<file path="config.mk">
export PLATFORM = sky130hd
export DESIGN_NAME = pio_bidir_irq_flat
export DESIGN_NICKNAME = d
export VERILOG_FILES = /design/src/rtl/pio_bidir_irq_if.sv /design/src/rtl/pio_bidir_irq.sv /design/src/flat_wrapper.sv
export SDC_FILE = /design/constraint.sdc
export NUM_CORES = 1
export LEC_CHECK = 0
export ABC_AREA = 1
export BUFFER_PORTS_ARGS = -buffer_cell sky130_fd_sc_hd__buf_2
export CAP_MARGIN = 0
export CORE_ASPECT_RATIO = 0.9
export CORE_MARGIN = 5
export CORE_UTILIZATION = 35
export CTS_BUF_LIST = sky130_fd_sc_hd__clkbuf_4 sky130_fd_sc_hd__clkbuf_8
export DETAILED_ROUTE_END_ITERATION = 6
export GPL_ROUTABILITY_DRIVEN = 0
export GPL_TIMING_DRIVEN = 0
export PLACE_DENSITY = 0.59
export SLEW_MARGIN = 20
export SYNTH_ARGS = -nofsm -noshare
export SYNTH_HDL_FRONTEND = slang
export SYNTH_SLANG_ARGS = --single-unit
</file>
<file path="constraint.sdc">
create_clock -name clk -period 1.7 [get_ports clk]
set_input_delay 0.255 -clock clk [delete_from_list [all_inputs] [get_ports clk]]
set_output_delay 0.255 -clock clk [all_outputs]
set_load 0.005 [all_outputs]
</file>
<file path="src/rtl/pio_bidir_irq_if.sv">
// Avalon-MM slave bus bundle for the bidirectional PIO: word address, select,
// active-low write strobe and 32-bit data paths.
interface pio_bidir_irq_if;
  logic [2:0]  address;
  logic        chipselect;
  logic        write_n;
  logic [31:0] writedata;
  logic [31:0] readdata;

  modport master (
    output address,
    output chipselect,
    output write_n,
    output writedata,
    input  readdata
  );

  modport slave (
    input  address,
    input  chipselect,
    input  write_n,
    input  writedata,
    output readdata
  );
endinterface

</file>
<file path="src/rtl/pio_bidir_irq.sv">
// Avalon-MM PIO with atomic set/clear/toggle outputs, a synchronised input port
// with sticky edge capture, and a maskable level interrupt.
module pio_bidir_irq #(
  parameter int unsigned WIDTH       = 10,
  parameter logic [31:0] RESET_VALUE = 32'h0,
  parameter int unsigned EDGE_TYPE   = 0
) (
  input  logic             clk,
  input  logic             reset_n,
  pio_bidir_irq_if.slave   bus,
  input  logic [WIDTH-1:0] in_port,
  output logic [WIDTH-1:0] out_port,
  output logic             irq
);

  localparam logic [WIDTH-1:0] RST_OUT = RESET_VALUE[WIDTH-1:0];

  logic [WIDTH-1:0] data_out_q, data_out_d;
  logic [WIDTH-1:0] irq_mask_q, irq_mask_d;
  logic [WIDTH-1:0] edge_cap_q, edge_cap_d;
  logic [WIDTH-1:0] sync1_q, sync1_d;
  logic [WIDTH-1:0] sync2_q, sync2_d;
  logic [WIDTH-1:0] in_d_q, in_d_d;
  logic [1:0]       warm_q, warm_d;

  logic             wr;
  logic [WIDTH-1:0] wd;
  logic [WIDTH-1:0] edge_det;
  logic [31:0]      rd;

  always_comb begin
    wr = bus.chipselect && !bus.write_n;
    wd = bus.writedata[WIDTH-1:0];

    sync1_d = in_port;
    sync2_d = sync1_q;
    in_d_d  = sync2_q;
    warm_d  = (warm_q == 2'd3) ? warm_q : warm_q + 2'd1;

    if (EDGE_TYPE == 0) begin
      edge_det = sync2_q & ~in_d_q;
    end else if (EDGE_TYPE == 1) begin
      edge_det = ~sync2_q & in_d_q;
    end else begin
      edge_det = sync2_q ^ in_d_q;
    end

    data_out_d = data_out_q;
    irq_mask_d = irq_mask_q;
    edge_cap_d = edge_cap_q;

    if (wr) begin
      case (bus.address)
        3'd0:    data_out_d = wd;
        3'd2:    irq_mask_d = wd;
        3'd3:    edge_cap_d = edge_cap_q & ~wd;
        3'd4:    data_out_d = data_out_q | wd;
        3'd5:    data_out_d = data_out_q & ~wd;
        3'd6:    data_out_d = data_out_q ^ wd;
        default: ;
      endcase
    end

    // Applied after the clear so a same-cycle edge keeps the bit set; the
    // warm-up gate hides the synchroniser filling up after reset.
    if (warm_q == 2'd3) begin
      edge_cap_d = edge_cap_d | edge_det;
    end
  end

  always_ff @(posedge clk or negedge reset_n) begin
    if (!reset_n) begin
      data_out_q <= RST_OUT;
      irq_mask_q <= '0;
      edge_cap_q <= '0;
      sync1_q    <= '0;
      sync2_q    <= '0;
      in_d_q     <= '0;
      warm_q     <= 2'd0;
    end else begin
      data_out_q <= data_out_d;
      irq_mask_q <= irq_mask_d;
      edge_cap_q <= edge_cap_d;
      sync1_q    <= sync1_d;
      sync2_q    <= sync2_d;
      in_d_q     <= in_d_d;
      warm_q     <= warm_d;
    end
  end

  always_comb begin
    rd = '0;
    case (bus.address)
      3'd0:    rd[WIDTH-1:0] = data_out_q;
      3'd1:    rd[WIDTH-1:0] = sync2_q;
      3'd2:    rd[WIDTH-1:0] = irq_mask_q;
      3'd3:    rd[WIDTH-1:0] = edge_cap_q;
      default: rd = '0;
    endcase
    bus.readdata = rd;
  end

  assign out_port = data_out_q;
  assign irq      = |(edge_cap_q & irq_mask_q);

endmodule

</file>
<file path="src/flat_wrapper.sv">
// flat-port wrapper written by rule: the top's interface ports become plain ports
module pio_bidir_irq_flat 
#(
  parameter int unsigned WIDTH       = 10,
  parameter logic [31:0] RESET_VALUE = 32'h0,
  parameter int unsigned EDGE_TYPE   = 0
)
  (clk, reset_n, in_port, out_port, irq, bus_address, bus_chipselect, bus_write_n, bus_writedata, bus_readdata);
  pio_bidir_irq_if bus_i ();
  input  logic clk;
  input  logic reset_n;
  input  logic [WIDTH-1:0] in_port;
  output logic [WIDTH-1:0] out_port;
  output logic irq;
  input wire logic [$bits(bus_i.address)-1:0] bus_address;
  input wire logic [$bits(bus_i.chipselect)-1:0] bus_chipselect;
  input wire logic [$bits(bus_i.write_n)-1:0] bus_write_n;
  input wire logic [$bits(bus_i.writedata)-1:0] bus_writedata;
  output wire logic [$bits(bus_i.readdata)-1:0] bus_readdata;
  assign bus_i.address = bus_address;
  assign bus_i.chipselect = bus_chipselect;
  assign bus_i.write_n = bus_write_n;
  assign bus_i.writedata = bus_writedata;
  assign bus_readdata = bus_i.readdata;
  pio_bidir_irq #(.WIDTH(WIDTH), .RESET_VALUE(RESET_VALUE), .EDGE_TYPE(EDGE_TYPE)) u_core (.clk(clk), .reset_n(reset_n), .bus(bus_i), .in_port(in_port), .out_port(out_port), .irq(irq));
endmodule
</file>
# Word-level counts from Yosys, hierarchy flattened
# Index checks and enable logic that the tools add are counted.
# Widths: inputs -> output; s select.
# word_totals
mem_bits_ro	0
ramBits	0
register_bits	62
latch_bits	0
memories	0
# op_classes
reduce_logical	7
n_lt_le_gt_ge	0
shifts	0
bitwise	9
mul	0
eq_ne	7
n_div	0
add_sub_neg	1
mux	5
# ops
operator	count
$pmux 10 s4	2
$and 10x10->10	4
$mux 10	3
$not 10->10	2
$or 10x10->10	2
$reduce_or 10->1	1
$xor 10x10->10	1
$eq 3x3->1 const B	3
$eq 3x2->1 const B	2
$reduce_and 2->1	2
$reduce_bool 4->1	1
$eq 3x1->1 const B	1
$logic_not 3->1	1
$add 2x1->2 const B	1
$eq 2x2->1 const B	1
$logic_and 1x1->1	1
$logic_not 1->1	1

# Depth between registers and ports, before layout
# Gate-level depths: netlist of the first run.
# logic_depth
ltp_word	6
mapped_depth	9
mapped_depth_nobuf	7

# Worst setup path after synthesis of the first run
# No wires, ideal clock.
# synth_timing
path_kind	input-to-output
startpoint	input bus_address[2]
endpoint	output bus_readdata[0]
cell_stages	7
slack_ns	0.507
t_required_ns	1.445
arrival_time_ns	0.938
path_buffers	2
path_cell_list	buf_4 > inv_4 > nand3_4 > inv_2 > buf_2 > nand2_1 > o2111ai_1
# synth_via
elab_chain_len	2
# synth_rtl
element	line_no	text
start: declaration	flat_wrapper.sv:15	input wire logic [$bits(bus_i.address)-1:0] bus_address;
$eq 3x2->1 (tied with other cells)	pio_bidir_irq.sv:93	case (bus.address)
$pmux 10 s4 *	pio_bidir_irq.sv:93	
end: declaration	flat_wrapper.sv:19	output wire logic [$bits(bus_i.readdata)-1:0] bus_readdata;
# Mark *: on every way between the ends. The rest lies on a longest branch, timed or not.

# Worst setup path in the final report of the first run
# layout_timing
startpoint	register u_core.irq_mask_q[3]
endpoint	output irq
# layout_via
elab_chain_len	2
# layout_rtl
element	line_no	text
start: declaration	pio_bidir_irq.sv:19	logic [WIDTH-1:0] irq_mask_q, irq_mask_d;
start signal: assignment	pio_bidir_irq.sv:82	irq_mask_q <= irq_mask_d;
$and 10x10->10	pio_bidir_irq.sv:104	assign irq = |(edge_cap_q & irq_mask_q);
$reduce_or 10->1	pio_bidir_irq.sv:104	
end: declaration	flat_wrapper.sv:14	output logic irq;
# No other way between the ends.

==> results of run 1 <==
==> flip-flops by register name, summed over array words and instances, names as in the netlist <==
name,cells
u_core.edge_cap_q,10
u_core.in_d_d,10
u_core.in_d_q,10
u_core.irq_mask_q,10
u_core.out_port,10
u_core.sync1_q,10
u_core.warm_q,2
==> layer usage <==
| metal | vias to the layer above | GRT usage (%) | share of wire, % |
|---|---|---|---|
| met4 | 0 | 6.01 | 1.2 |
| met2 | 137 | 23.6 | 45 |
| li1 | 1368 | - | - |
| met3 | 13 | 4.05 | 9.2 |
| met5 | - | 0 | 0 |
| met1 | 1343 | 20.0 | 45 |
==> placed cells by master, fill, tap and decap left out, drive strengths merged, types with 11 or more instances in the layout <==
| cell type | instances |
|---|---|
| clkbuf | 11 |
| o21ai | 18 |
| nand4 | 40 |
| nor2 | 22 |
| inv | 33 |
| ha | 21 |
| dfrtp | 62 |
| conb | 22 |
| nand2 | 81 |
| buf | 88 |
==> how the worst min path moves through the flow <==
stage	from	to	slack (ns)	cells past startpoint
finish	reset_n	u_core.sync1_q[4]$_DFF_PN0_	0.003	1
global route	in_port[8]	u_core.sync1_q[8]$_DFF_PN0_	0.00004	1
CTS	in_port[8]	u_core.sync1_q[8]$_DFF_PN0_	0.001	1
detailed placement	u_core.sync1_q[4]$_DFF_PN0_	u_core.in_d_d[4]$_DFF_PN0_	0.33	0
global placement	u_core.sync1_q[5]$_DFF_PN0_	u_core.in_d_d[5]$_DFF_PN0_	0.33	0
floorplan	reset_n	u_core.edge_cap_q[0]$_DFF_PN0_	-0.04	0
==> area by class of cell <==
type | count | share of cell area [%]
multi-input cells | 249 | 35.9
clock inverters | 6 | 1.70
plain buffers | 45 | 7.21
repair buffers | 53 | 7.57
flip-flops and latches | 62 | 37.6
well taps | 126 | 3.82
clock buffers | 10 | 3.33
inverters | 32 | 2.97
==> per-stage QoR <==
step / total power, µW / setup WS [ns]
floorplan: 2200 / 0.507
global placement: 2470 / 0.140
detailed placement: 2500 / 0.128
CTS: 3880 / 0.0380
global route: 4070 / -0.0195
finish: 3840 / 0.0754
==> critical path, stage by stage, from the launching register on <==
cell and delay [ns]:
dfrtp_1 0.40, nand2_1 0.08, nand3_1 0.11, nor3_2 0.19, nand2_1 0.10, buf_2 0.14
==> where the power goes <==
group	internal (µW)	switching (µW)	total (µW)
clock	724	623	1350
sequential	1620	121	1740
combinational	322	429	751
total	2670	1170	3840
==> timing repair <==
item | CTS | global route
gates resized for setup | 0 | 2
hold buffers | 9 | 0
hold endpoints to repair | 9 | 0
endpoints found under the setup margin | 0 | 1
==> logic make-up after synthesis <==
group,synth area share (%)
simple gates,24.7
compound gates,8.14
mux,0.335
xor+xnor,0.260
other cells,0.111
buf+inv,12.5
flops,46.1
fa+ha+maj,7.81
==> impl_metrics.env, run 1 <==
export IMPL_outcome="finished clean"
export IMPL_tightest_slew_ns=0.786
export IMPL_drt_pass1_iterations=6
export IMPL_drive_gt1_share_pct=28.4
export IMPL_core_um2=9530
export IMPL_synthTopCellsByArea="dfrtp_1, nand2_1, ha_1"
export IMPL_syn_area_per_cell_um2=9.17
export IMPL_die_x_um=113
export IMPL_reg2reg_to="u_core.out_port[9]$_DFFE_PN0P_"
export IMPL_clkLatencyLatePin_ns=0.34
export IMPL_final_area_um2=4130
export IMPL_r2r_start="u_core.out_port[9]$_DFFE_PN0P_"
export IMPL_finalSetupViolCount=0
export IMPL_viasPerCell=4.91
export IMPL_multi_input_area_um2=1480
export IMPL_synth_top_area_cell="dfrtp_1"
export IMPL_drv_slew=0
export IMPL_grt_max_degree=63
export IMPL_vias=2861
export IMPL_worstSetupStartpoint="u_core.irq_mask_q[3]$_DFFE_PN0P_"
export IMPL_synth_top_area_share_pct=46.1
export IMPL_io_pins=92
export IMPL_crit_path_end_kind="output port"
export IMPL_fill_cells=939
export IMPL_ys_warn_count=0
export IMPL_ys_seq_elements=62
export IMPL_antennaDiodeCount=0
export IMPL_synth_edf_count=0
export IMPL_required_ns=1.44
export IMPL_critPathMaxFanout=3
export IMPL_dpl_cell_area_um2=3820
export IMPL_post_cts_buffers=0
export IMPL_syn_to_final_growth_pct=22.8
export IMPL_cts_tree="built"
export IMPL_path_clk_slew_ns=0.08
export IMPL_drtIter0Drc=157
export IMPL_maxCapViolCount=0
export IMPL_die_h_um=103
export IMPL_clk_path_buf_depth=2
export IMPL_final_core_util_pct=43.4
export IMPL_total_leakage_power_uw=0.00203
export IMPL_nNetsFinal=522
export IMPL_syn_inst=367
export IMPL_fin_tns_setup_ns=0
export IMPL_dp_cells=558
export IMPL_final_hold_viol_count=0
export IMPL_clock_skew_ns=0.00900
export IMPL_maxSlewHeadroom_pct=47.6
export IMPL_critPathKind="register to output port"
export IMPL_synthDistinctLibCells=32
export IMPL_grtUsageTotal_pct=15.1
export IMPL_final_cells=583
export IMPL_reg2reg_depth=6
export IMPL_die_area_um2=11700
export IMPL_synth_common_cells="nand2_1, dfrtp_1, nand4_1"
export IMPL_grt_ovfl_total=0
export IMPL_drt_total_wl_um=8540
export IMPL_ys_flop_type="dfrtp_1"
export IMPL_routedWlPerCell_um=14.6
export IMPL_min_period_over_period_pct=95.6
export IMPL_numCtsBuffers=9
export IMPL_grt_pass1_wl_um=13600
export IMPL_hold_slack_ns=0.00348
export IMPL_grt_pass1_vias=2754
export IMPL_synth_most_common_cell="nand2_1"
export IMPL_cts_root_buf="clkbuf_8"
export IMPL_regArea_um2=1550
export IMPL_power_density_nw_per_um2=929
export IMPL_synth_seq_area_share_pct=46.1
export IMPL_antenna_left=0
export IMPL_min_period_ns=1.62
export IMPL_crit_path_start_kind="register"
export IMPL_rows=34
export IMPL_dp_hpwl_um=6120
export IMPL_ys_async_sr_fraction_pct=100
export IMPL_drc=0
export IMPL_netlist_area_um2=3360
export IMPL_clock_tree_htree_level_count=3
export IMPL_hold_path_class="input pin to async pin"
export IMPL_critPathCapture="irq"
export IMPL_r2r_setup_slack_ns=0.47
export IMPL_max_freq_mhz=616
export IMPL_clock_sinks=62
export IMPL_grt_antenna_before_repair=0
export IMPL_vdd_drop_max_mv=0.678
export IMPL_portBuffers=44
export IMPL_crit_arrival_ns=1.37
export IMPL_start_util_pct=35.3
Power figures use the tool's default switching activity.
==> run 2: changes to the inputs <==
--- a/config.mk
+++ b/config.mk
@@ -10,12 +10,12 @@
 export CAP_MARGIN = 0
 export CORE_ASPECT_RATIO = 0.9
 export CORE_MARGIN = 5
-export CORE_UTILIZATION = 35
+export CORE_UTILIZATION = 49
 export CTS_BUF_LIST = sky130_fd_sc_hd__clkbuf_4 sky130_fd_sc_hd__clkbuf_8
 export DETAILED_ROUTE_END_ITERATION = 6
 export GPL_ROUTABILITY_DRIVEN = 0
 export GPL_TIMING_DRIVEN = 0
-export PLACE_DENSITY = 0.59
+export PLACE_DENSITY = 0.77
 export SLEW_MARGIN = 20
 export SYNTH_ARGS = -nofsm -noshare
 export SYNTH_HDL_FRONTEND = slang
==> run 2 against run 1 <==
  * The run now ends with hold timing left
  * Via count decreased by 0.56%
  * Combinational power decreased by 1%
  * Final area decreased by 2.0%
  * Non-clock buffer count increased by 1
  * First-iteration DRC count increased by 54%
  * Die area decreased by 26%
  * Setup slack got worse by 0.039 ns
  * Core utilization increased by 18 points
==> impl_metrics.env, run 2 (synthesis gave the netlist of run 1 again) <==
export IMPL_outcome="complete, but fails checks"
export IMPL_violations="hold timing"
export IMPL_clock_sinks=62
export IMPL_dpl_cell_area_um2=3780
export IMPL_r2r_setup_slack_ns=0.47
export IMPL_vdd_drop_max_mv=0.631
export IMPL_numCtsBuffers=9
export IMPL_maxSlewHeadroom_pct=48.0
export IMPL_drtIter0Drc=242
export IMPL_cts_tree="built"
export IMPL_hold_slack_ns=-0.0464
export IMPL_crit_path_end_kind="output port"
export IMPL_nNetsFinal=523
export IMPL_total_leakage_power_uw=0.00202
export IMPL_finalSetupViolCount=0
export IMPL_fin_tns_setup_ns=0
export IMPL_rows=28
export IMPL_rsz0062_at_grt="no"
export IMPL_grt_pass1_wl_um=13200
export IMPL_portBuffers=44
export IMPL_reg2reg_to="u_core.out_port[6]$_DFFE_PN0P_"
export IMPL_routedWlPerCell_um=15.0
export IMPL_grtUsageTotal_pct=19.5
export IMPL_grt_antenna_before_repair=0
export IMPL_drt_total_wl_um=8210
export IMPL_cts_root_buf="clkbuf_8"
export IMPL_antennaDiodeCount=0
export IMPL_vias=2845
export IMPL_min_period_ns=1.66
export IMPL_dp_hpwl_um=5690
export IMPL_path_clk_slew_ns=0.08
export IMPL_power_density_nw_per_um2=897
export IMPL_die_area_um2=8630
export IMPL_min_period_over_period_pct=97.9
export IMPL_final_common_cell="nand2_1"
export IMPL_clkLatencyLatePin_ns=0.35
export IMPL_viasPerCell=5.19
export IMPL_hold_path_class="input pin to async pin"
export IMPL_final_hold_viol_count=23
export IMPL_grt_max_degree=63
export IMPL_drv_slew=0
export IMPL_grt_pass1_vias=2713
export IMPL_final_area_um2=4050
export IMPL_die_x_um=97.3
export IMPL_critPathKind="register to output port"
export IMPL_clock_tree_htree_level_count=3
export IMPL_die_h_um=88.6
export IMPL_clock_skew_ns=0.00731
export IMPL_crit_path_start_kind="register"
export IMPL_final_cell_mix="nand2_1, dfrtp_1, buf_2, nand4_1"
export IMPL_reg2reg_depth=6
export IMPL_drc=0
export IMPL_maxCapViolCount=0
export IMPL_post_cts_buffers=0
export IMPL_core_um2=6620
export IMPL_crit_arrival_ns=1.41
export IMPL_r2r_start="u_core.out_port[6]$_DFFE_PN0P_"
export IMPL_max_freq_mhz=601
export IMPL_tightest_slew_ns=0.780
export IMPL_worstSetupStartpoint="u_core.irq_mask_q[6]$_DFFE_PN0P_"
export IMPL_start_util_pct=50.8
export IMPL_io_pins=92
export IMPL_drive_gt1_share_pct=27.9
export IMPL_grt_ovfl_total=0
export IMPL_clk_path_buf_depth=2
export IMPL_syn_to_final_growth_pct=20.3
export IMPL_critPathMaxFanout=3
export IMPL_antenna_left=0
export IMPL_required_ns=1.44
export IMPL_drt_pass1_iterations=5
-- run 2: cell types whose count changed in the layout (fill, tap and decap cells not counted), sizes merged --
cell	change
bufinv	-1
inv	-1
clkinvlp	-1
dlygate4sd3	+1
clkinv	+3
-- run 2: critical path, cell delays in order, from the launching register on --
cell	delay, ns
dfrtp_1	0.40
a22o_1	0.24
nor3_1	0.16
nand2_1	0.11
buf_2	0.14
-- run 2: timing repair --
action / in CTS / in global routing
hold buffers: 10 / 0
resized for setup: 0 / 0
hold endpoints to repair: 10 / 0
-- run 2: worst max-delay path by stage --
stage / to / slack [ns] / cells after the start
global route: irq / 0.001 / 5
finish: irq / 0.04 / 4
floorplan: bus_readdata[0] / 0.51 / 7
global placement: bus_readdata[8] / 0.16 / 8
detailed placement: bus_readdata[8] / 0.13 / 8
CTS: irq / 0.03 / 4
-- run 2: report_power, final --
part	switching [µW]	internal, µW	leakage, µW
Sequential	120	1620	0.000710
Clock	609	538	0.0000855
Combinational	420	322	0.00122
Total	1150	2480	0.00202
-- run 2: layout make-up --
cell class                      instances  area, µm²
Tap cell                               90        113
Clock inverter                          6       38.8
Timing Repair Buffer                   54        323
Inverter                               32        123
Buffer                                 45        298
Clock buffer                           10        131
Fill cell                             614       2570
Multi-Input combinational cell        249       1470
Sequential cell                        62       1550
-- run 2: routing by layer --
layer,vias to the layer above,wire (µm),global-route usage [%]
met1,1323,3580,25.2
met4,0,85,6.04
li1,1374,-,-
met2,136,3830,31.6
met5,-,0,0
met3,12,715,6.54
-- run 2: stage by stage --
| stage | setup WS (ns) | util, % | power (µW) | cells |
|---|---|---|---|---|
| finish | 0.0365 | 61.1 | 3630 | 548 |
| global placement | 0.155 | 57.0 | 2450 | 522 |
| floorplan | 0.507 | - | 2200 | 388 |
| global route | 0.00119 | 61.1 | 3830 | 548 |
| detailed placement | 0.127 | 57.1 | 2480 | 522 |
| CTS | 0.0344 | 61.1 | 3660 | 548 |
==> run 3: changes to the inputs <==
==> constraint.sdc (replaced) <==
create_clock -name clk -period 1.7 [get_ports clk]
set_input_delay 0.425 -clock clk [delete_from_list [all_inputs] [get_ports clk]]
set_output_delay 0.425 -clock clk [all_outputs]
set_load 0.005 [all_outputs]
==> run 3 against run 2 <==
  * The run ends with setup timing left
  * Setup slack got worse by 0.12 ns
  * Combinational power grew 13%
  * Maximum frequency shrank 6.6%
  * Worst hold slack gained 0.18 ns
  * Power is 2.8% higher
  * First-iteration DRC count up 33%
  * Clock skew grew 0.0040 ns
  * Core utilization grew 1.8 points
==> impl_metrics.env, run 3 (synthesis gave the netlist of run 1 again) <==
export IMPL_power_frac_clock_pct=30.9
export IMPL_tightest_slew_ns=0.768
export IMPL_cp_common_cell="nand2_1"
export IMPL_rsz0062_at_grt="yes"
export IMPL_critPathKind="register to output port"
export IMPL_required_ns=1.27
export IMPL_clock_tree_htree_level_count=3
export IMPL_min_period_ns=1.78
export IMPL_violations="setup timing"
export IMPL_nNetsFinal=522
export IMPL_reg2reg_depth=6
export IMPL_final_cell_mix="nand2_1, dfrtp_1, buf_2, nand4_1, buf_4"
export IMPL_outcome="complete, but fails checks"
export IMPL_final_area_um2=4170
export IMPL_crit_path_start_kind="register"
export IMPL_clock_skew_ns=0.0113
export IMPL_critical_path_top_delay_family="simple AND/OR/NAND/NOR gates"
export IMPL_grt_max_degree=63
export IMPL_hold_path_class="input pin to async pin"
export IMPL_drt_pass1_iterations=5
export IMPL_final_common_cell="nand2_1"
export IMPL_worst_slack_ns=-0.0816
export IMPL_path_cells="nand2_1, nand3_2, nor3_2, nand2_1, buf_2"
export IMPL_crit_cells=5
export IMPL_io_pins=92
export IMPL_slowest_stage="dfrtp_1"
export IMPL_drc=0
export IMPL_grtUsageTotal_pct=19.8
export IMPL_slowest_delay_ns=0.41
export IMPL_syn_to_final_growth_pct=23.9
export IMPL_rows=28
export IMPL_grt_pass1_vias=2733
export IMPL_ctsHoldBuffers=0
export IMPL_clock_sinks=62
export IMPL_dp_hpwl_um=5690
export IMPL_p_switching_uw=1200
export IMPL_antenna_left=0
export IMPL_total_leakage_power_uw=0.00208
export IMPL_viasPerCell=5.35
export IMPL_clk_path_buf_depth=2
export IMPL_seqPwrFrac_pct=46.7
export IMPL_path_buf_inv=1
export IMPL_power_frac_comb_pct=22.4
export IMPL_cts_root_buf="clkbuf_8"
export IMPL_power_density_nw_per_um2=896
export IMPL_drive_gt1_share_pct=34.1
export IMPL_die_h_um=88.6
export IMPL_portBuffers=44
export IMPL_crit_arrival_ns=1.36
export IMPL_cts_tree="built"
export IMPL_die_x_um=97.3
export IMPL_numCtsBuffers=9
export IMPL_finalSetupViolCount=1
export IMPL_drv_slew=0
export IMPL_critPathMaxFanout=3
export IMPL_p_int_uw=2530
export IMPL_path_clk_slew_ns=0.08
export IMPL_start_util_pct=50.8
export IMPL_crit_path_end_kind="output port"
export IMPL_antennaDiodeCount=0
export IMPL_dpl_cell_area_um2=3780
export IMPL_min_period_over_period_pct=105
export IMPL_core_um2=6620
export IMPL_drt_total_wl_um=8430
export IMPL_maxCapViolCount=0
export IMPL_grt_ovfl_total=0
export IMPL_hold_slack_ns=0.133
export IMPL_die_area_um2=8630
export IMPL_grt_antenna_before_repair=0
export IMPL_drtIter0Drc=322
export IMPL_vias=2929
export IMPL_max_freq_mhz=561
export IMPL_routedWlPerCell_um=15.4
export IMPL_vdd_drop_max_mv=0.541
export IMPL_final_hold_viol_count=0
export IMPL_clkLatencyLatePin_ns=0.35
export IMPL_swShare_pct=32.1
export IMPL_maxSlewHeadroom_pct=48.8
export IMPL_grt_pass1_wl_um=13400
## run 3: repair_timing
item | 4_1_cts | 5_1_grt
gates resized for setup | 24 | 16
buffers inserted | 4 | 5
endpoints found under the setup margin | 11 | 11
pin swaps | 2 | 7
gates cloned | 1 | 0
## run 3: path summary, 6_finish.rpt
check	start	endpoint	slack, ns
worst max-delay path	u_core.edge_cap_q[0]$_DFF_PN0_	irq	-0.08
worst min-delay path	reset_n	u_core.out_port[8]$_DFFE_PN0P_	0.13
worst max register to register	u_core.out_port[7]$_DFFE_PN0P_	u_core.out_port[7]$_DFFE_PN0P_	0.50
min in group clk	in_port[1]	u_core.sync1_q[1]$_DFF_PN0_	0.18
max in group asynchronous	reset_n	u_core.edge_cap_q[4]$_DFF_PN0_	1.04
worst min register to register	u_core.sync1_q[8]$_DFF_PN0_	u_core.in_d_d[8]$_DFF_PN0_	0.35
## run 3: layout make-up
class | count | area [µm²]
buffer | 44 | 337
clock buffer | 10 | 131
tap | 90 | 113
clock inverter | 6 | 38.8
timing repair buffer | 54 | 302
multi-input combinational | 249 | 1560
inverter | 32 | 133
sequential | 62 | 1550
fill | 599 | 2450
## run 3: power by group through the flow
stage	clock network (µW)	logic (µW)	registers (µW)
floorplan	0	452	1750
global placement	0	690	1760
detailed placement	0	715	1770
CTS	1180	779	1740
global route	1230	937	1760
finish	1150	837	1740
## run 3: metal layers
layer | track usage [%] | part of all wire (%) | wire, µm | up-vias
li1 | - | - | - | 1375
met1 | 25.1 | 42 | 3520 | 1417
met2 | 32.4 | 49 | 4090 | 123
met3 | 6.70 | 8.8 | 739 | 14
met4 | 6.42 | 0.97 | 82 | 0
met5 | 0 | 0 | 0 | -
## run 3: through the flow
stage	setup WS [ns]	utilization, %	power (µW)	instances	setup TNS [ns]
after global placement	-0.185	57.0	2450	522	-1.60
after global routing	-0.117	62.9	3930	547	-0.149
after floorplan	0.167	-	2200	388	0
final	-0.0816	62.9	3730	547	-0.0816
after detailed placement	-0.213	57.1	2480	522	-1.80
after CTS	-0.0697	61.4	3690	542	-0.0697
